## config.mk

```make
export PLATFORM = sky130hd
export DESIGN_NAME = tick_clock_counter
export DESIGN_NICKNAME = d
export VERILOG_FILES = /design/src/rtl/tick_clock_counter.sv
export SDC_FILE = /design/constraint.sdc
export NUM_CORES = 1
export LEC_CHECK = 0
export BUFFER_PORTS_ARGS = -buffer_cell sky130_fd_sc_hd__buf_2
export CAP_MARGIN = 10
export CELL_PAD_IN_SITES_DETAIL_PLACEMENT = 1
export CELL_PAD_IN_SITES_GLOBAL_PLACEMENT = 1
export CORE_AREA = 2 2 76 78
export DETAILED_ROUTE_END_ITERATION = 7
export DIE_AREA = 0 0 78 80
export GPL_TIMING_DRIVEN = 1
export PLACE_DENSITY_LB_ADDON = 0.1
export SKIP_CTS_REPAIR_TIMING = 1
export SLEW_MARGIN = 20
export SYNTH_ARGS = -nofsm -noshare
export SYNTH_HDL_FRONTEND = slang
export SYNTH_SLANG_ARGS = --single-unit
```

## constraint.sdc

```tcl
create_clock -name clk -period 2.6 [get_ports clk]
set_input_delay 0 -clock clk [delete_from_list [all_inputs] [get_ports clk]]
set_output_delay 0 -clock clk [all_outputs]
set_load 0.02 [all_outputs]
```

## src/rtl/tick_clock_counter.sv

```systemverilog
// BCD hh:mm:ss time-of-day counter advanced by rising edges of a divided timer tick.
// Optional alarm comparator is enabled by defining ALARM_CMP_EN.
module tick_clock_counter #(
  parameter int HOUR_MOD    = 24,
  parameter int SYNC_STAGES = 2
) (
  input  logic       clk,
  input  logic       rst_n,
  input  logic       tick_in,
  input  logic       run,
  input  logic       inc_min,
  input  logic       inc_hour,
  output logic [7:0] sec_bcd,
  output logic [7:0] min_bcd,
  output logic [7:0] hour_bcd,
  output logic       sec_carry,
  output logic       day_wrap
`ifdef ALARM_CMP_EN
  ,
  input  logic [7:0] alarm_hour_bcd,
  input  logic [7:0] alarm_min_bcd,
  input  logic       alarm_arm,
  output logic       alarm
`endif
);

  localparam logic [7:0] HOUR_MAX_BCD = 8'(((HOUR_MOD - 1) / 10) * 16 + (HOUR_MOD - 1) % 10);

  function automatic logic [7:0] bcd_inc60(input logic [7:0] v);
    if (v[3:0] == 4'd9) begin
      if (v[7:4] == 4'd5) return 8'h00;
      return {v[7:4] + 4'd1, 4'd0};
    end
    return {v[7:4], v[3:0] + 4'd1};
  endfunction

  function automatic logic [7:0] bcd_inc_hour(input logic [7:0] v);
    if (v == HOUR_MAX_BCD) return 8'h00;
    if (v[3:0] == 4'd9) return {v[7:4] + 4'd1, 4'd0};
    return {v[7:4], v[3:0] + 4'd1};
  endfunction

  logic [SYNC_STAGES-1:0] tick_sync_p;
  logic                   tick_dly;
  logic                   inc_min_d;
  logic                   inc_hour_d;
  logic                   tick_evt;
  logic                   min_evt;
  logic                   hour_evt;

  // Stage: tick synchroniser, edge-detect delays for tick and set inputs
  always_ff @(posedge clk or negedge rst_n) begin
    if (!rst_n) begin
      tick_sync_p <= '0;
      tick_dly    <= 1'b0;
      inc_min_d   <= 1'b0;
      inc_hour_d  <= 1'b0;
    end else begin
      tick_sync_p <= {tick_sync_p[SYNC_STAGES-2:0], tick_in};
      tick_dly    <= tick_sync_p[SYNC_STAGES-1];
      inc_min_d   <= inc_min;
      inc_hour_d  <= inc_hour;
    end
  end

  assign tick_evt = tick_sync_p[SYNC_STAGES-1] & ~tick_dly;
  assign min_evt  = inc_min & ~inc_min_d;
  assign hour_evt = inc_hour & ~inc_hour_d;

  logic [7:0] sec_n, min_n, hour_n;
  logic       carry_n, wrap_n, min_upd;

  // Set events take precedence; a tick arriving alongside one is dropped.
  always_comb begin
    sec_n   = sec_bcd;
    min_n   = min_bcd;
    hour_n  = hour_bcd;
    carry_n = 1'b0;
    wrap_n  = 1'b0;
    min_upd = 1'b0;
    if (min_evt || hour_evt) begin
      if (min_evt) begin
        min_n   = bcd_inc60(min_bcd);
        sec_n   = 8'h00;
        min_upd = 1'b1;
      end
      if (hour_evt) hour_n = bcd_inc_hour(hour_bcd);
    end else if (tick_evt && run) begin
      sec_n = bcd_inc60(sec_bcd);
      if (sec_bcd == 8'h59) begin
        carry_n = 1'b1;
        min_n   = bcd_inc60(min_bcd);
        min_upd = 1'b1;
        if (min_bcd == 8'h59) begin
          hour_n = bcd_inc_hour(hour_bcd);
          wrap_n = (hour_bcd == HOUR_MAX_BCD);
        end
      end
    end
  end

  // Stage: time-of-day registers and carry pulses
  always_ff @(posedge clk or negedge rst_n) begin
    if (!rst_n) begin
      sec_bcd   <= 8'h00;
      min_bcd   <= 8'h00;
      hour_bcd  <= 8'h00;
      sec_carry <= 1'b0;
      day_wrap  <= 1'b0;
    end else begin
      sec_bcd   <= sec_n;
      min_bcd   <= min_n;
      hour_bcd  <= hour_n;
      sec_carry <= carry_n;
      day_wrap  <= wrap_n;
    end
  end

`ifdef ALARM_CMP_EN
  logic alarm_hit;
  assign alarm_hit = (hour_bcd == alarm_hour_bcd) && (min_bcd == alarm_min_bcd) &&
                     (sec_bcd == 8'h00);

  // Stage: alarm latch; a minute change or disarm clears it before any new match
  always_ff @(posedge clk or negedge rst_n) begin
    if (!rst_n) alarm <= 1'b0;
    else if (!alarm_arm || min_upd) alarm <= 1'b0;
    else if (alarm_hit) alarm <= 1'b1;
  end
`else
  logic unused_min_upd;
  assign unused_min_upd = min_upd;
`endif

endmodule

```

==> summary.md <==
| Metric | Value |
|---|---|
| R2r endpoint | hour_bcd[6]$_DFFE_PN0P_ |
| Initial DRC Count | 47 |
| Placer Congestion | 0.7632 |
| WL/cell | 13.99 um |
| Share of cells above drive strength 1 | 22.87% |
| Clock Pin Slew Worst Setup and Hold Paths | 0.07 ns |
| RSZ-0062 raised after global routing | false |
| Async set-reset flop share out of synthesis | 100.0% |
| Met1 Usage GRT | 15.63% |
| Relative slew margins | 34.22% |
| Largest net degree at the start of global routing | 32 |
| Status | completed |
| Port bufs | 31 |
| Min-delay src | run |
| Mean Syn Cell Area | 10.65 um^2 |
| Slowest stage cell, crit path | o31a_1 |
| Core Region | 5405 um^2 |
| CTS Sinks | 31 |
| Area growth syn-to-layout | 22.00% |
| Worst Path Buf+Inv | 1 |
| Global route overflow | 0 |
| Post-Syn Nets | 166 |
| Die Height | 80 um |
| Most frequent cell after synthesis | dfrtp_1 |
| CP cell instances | inv_1 -> ha_1 -> and3b_1 -> nand4_1 -> o31a_1 -> nor3b_1 -> xor2_1 |
| Setup TNS Final | 0 ns |
| Synth top area share | 48.55% |
| RR Startpoint | min_bcd[5]$_DFFE_PN0P_ |
| Crit path DAT | 2.31 ns |
| Power share of the combinational group | 31.6% |
| Final worst slack | 0.4857 ns |
| DR vias | 1272 |
| CTS max path bufs | 2 |
| Initial antenna violation count | 0 |
| Die area | 6240 um^2 |
| Top Usage Layer GRT | met2 |
| Worst skew pair latency | 0.28 ns |
| ANT nets after route | 0 |
| Switch share | 38.31% |
| Root Buffer | clkbuf_8 |
| Max Clock Skew | 0.007675 ns |
| Synth area leader | dfrtp_1 |
| Critical path startpoint category | flip-flop |
| Max incr delay on CP | 0.48 ns |
| Synth top area cells | dfrtp_1 (49%), ha_1 (7.8%), o21ai_0 (3.1%) |
| Finish-stage setup viols | 0 |
| Fin crit share | 81.32% |
| MaxCap Viol Count | 0 |
| Routing usage on met2 | 20.26% |
| Register bit total from synthesis | 31 |
| Sequential share of power | 45.3% |
| Post-DP HPWL | 2714 um |
| Switch Pwr | 618.8 uW |
| Pint | 996.4 uW |
| Sequential fraction of the synthesis area | 48.55% |
| Die Wd | 78 um |
| Met3 usage | 3.959% |
| Via density | 4.892 |
| CP Class | flip-flop to flip-flop |
| Cells on worst reg2reg path | 7 |
| Fillers | 642 |
| Dpl ws | 0.4666 ns |
| Hold Path End | min_bcd[0]$_DFFE_PN0P_ |
| CTS Buf Count | 5 |
| CTS H-tree depth | 2 |
| Number of flops mapped to enable cells by yosys | 0 |
| Fmax | 473.0 MHz |
| Vias in the first global route | 1253 |
| Most frequent cells after synthesis | dfrtp_1 (31), nor2_1 (11), ha_1 (10), o21ai_0 (10), inv_1 (9) |
| Hold Path Stages | 4 |
| Period minus WS final | 2.114 ns |
| Cells after Synth | 150 |
| Final Max Slew Viols | 0 |
| Pleak | 0.0009512 uW |
| Final WL | 3638 um |
| Initial core utilization | 29.56% |
| Final hold vios | 0 |
| FF-to-FF setup slack | 0.49 ns |
| Cell variety after synth | 38 |
| Detailed Routing Iterations Pass 1 | 4 |
| Max FO, Critical Path | 13 |
| Part of the power in the clock network | 23.1% |
| Global Route Usage Sum | 12.52% |
| Top_reg_cell synth | dfrtp_1 |
| Slew @ Worst Pin | 0.9739 ns |
| Setup crit end kind | flip-flop |
| Row count | 27 |
| CTS tree | yes |
| Synth warn | 0 |
| Cell family with most CP delay | simple AND/OR/NAND/NOR gates |
| VDD IR-drop max | 608.1 uV |
| Synthesized area | 1598 um^2 |
| Global-route wire length before repair | 6030 um |
| Residual DRC count | 0 |
| # IOs | 32 |
| ANT cells | 0 |
| Post-layout nets | 204 |
| Hold Crit Class | primary input to flip-flop |
| CP Data Required Time | 2.80 ns |
| PD cells | 828.6 nW/um^2 |
-- flip-flops by register name, indices dropped and copies added, names as in the netlist --
| name | flops |
|---|---|
| inc_hour_d | 1 |
| tick_sync_p | 2 |
| tick_dly | 1 |
| inc_min_d | 1 |
| sec_bcd | 8 |
| sec_carry | 1 |
| hour_bcd | 8 |
| day_wrap | 1 |
| min_bcd | 8 |
-- area by class of cell --
| class | instances | area (um^2) | share of cell area, % |
|---|---|---|---|
| clock buffer | 6 | 82.58 | 4.236 |
| clock inverter | 1 | 5.005 | 0.2567 |
| inverter | 9 | 33.78 | 1.733 |
| multi-input combinational | 106 | 767.0 | 39.35 |
| sequential | 31 | 775.7 | 39.79 |
| tap | 72 | 90.09 | 4.621 |
| timing repair buffer | 35 | 195.2 | 10.01 |
-- worst reg2reg max path: stages, from the launching register on --
cell,delay (ns)
dfrtp_1,0.42
inv_1,0.08
ha_1,0.18
and3b_1,0.23
nand4_1,0.15
o31a_1,0.48
nor3b_1,0.32
xor2_1,0.17
-- power groups by stage --
stage / registers (uW) / logic, uW / clock network [uW]
after floorplan: 828 / 225 / 0
after global placement: 727 / 511 / 0
after detailed placement: 740 / 515 / 0
after CTS: 732 / 517 / 390
after global routing: 758 / 573 / 413
final: 732 / 510 / 373
-- cell families after synthesis --
family          count (synthesis)  synth area share [%]
xor+xnor                        4                 2.192
flops                          31                 48.55
simple gates                   57                 22.32
fa+ha+maj                      10                 7.831
buf+inv                        13                 3.445
mux                             1                0.6265
compound gates                 34                 15.04
-- routing by layer --
layer  vias to the layer above  share of wire (%)
li1                        606                  -
met1                       637                 46
met2                        24                 49
met3                         5                4.4
met4                         0                1.1
met5                         -                  0
-- placed cells by master (no fill, tap or decap), types with 2 or more instances in the layout --
cell and instances:
nand2b_1 6, o21ai_0 10, ha_1 10, buf_2 31, nor3b_1 3, nor2b_1 5, nand3b_1 3, nand3b_4 2
clkbuf_8 6, nand2_1 4, nor2_1 11, or4_1 2, o41ai_1 2, and3b_1 2, dfrtp_1 31, dlygate4sd3_1 4
a21o_1 3, a21oi_1 8, xor2_1 4, nand3_1 5, nor3_1 8, inv_1 9, o31ai_1 3
-- worst max-delay path by stage --
| stage | from | cells past startpoint | end |
|---|---|---|---|
| 3_3_place_gp | hour_bcd[4]$_DFFE_PN0P_ | 7 | hour_bcd[5]$_DFFE_PN0P_ |
| 2_1_floorplan | sec_bcd[0]$_DFFE_PN0P_ | 6 | sec_bcd[7]$_DFFE_PN0P_ |
| 6_report | min_bcd[5]$_DFFE_PN0P_ | 7 | hour_bcd[6]$_DFFE_PN0P_ |
| 5_1_grt | hour_bcd[4]$_DFFE_PN0P_ | 7 | hour_bcd[4]$_DFFE_PN0P_ |
| 4_1_cts | hour_bcd[4]$_DFFE_PN0P_ | 7 | hour_bcd[5]$_DFFE_PN0P_ |
| 3_5_place_dp | hour_bcd[4]$_DFFE_PN0P_ | 7 | hour_bcd[5]$_DFFE_PN0P_ |
-- stage by stage --
step | total power [uW] | cells | utilization (%) | instance area (um^2) | hold WS (ns)
floorplan | 1052 | 150 | - | 1598 | -0.2956
global placement | 1238 | 249 | 33.70 | 1822 | 0.1018
detailed placement | 1255 | 249 | 33.70 | 1822 | 0.09323
CTS | 1638 | 256 | 35.32 | 1909 | -0.2135
global route | 1743 | 260 | 36.06 | 1949 | 0.2490
finish | 1615 | 260 | 36.06 | 1949 | 0.2394
(Power assumes the default switching activity.)
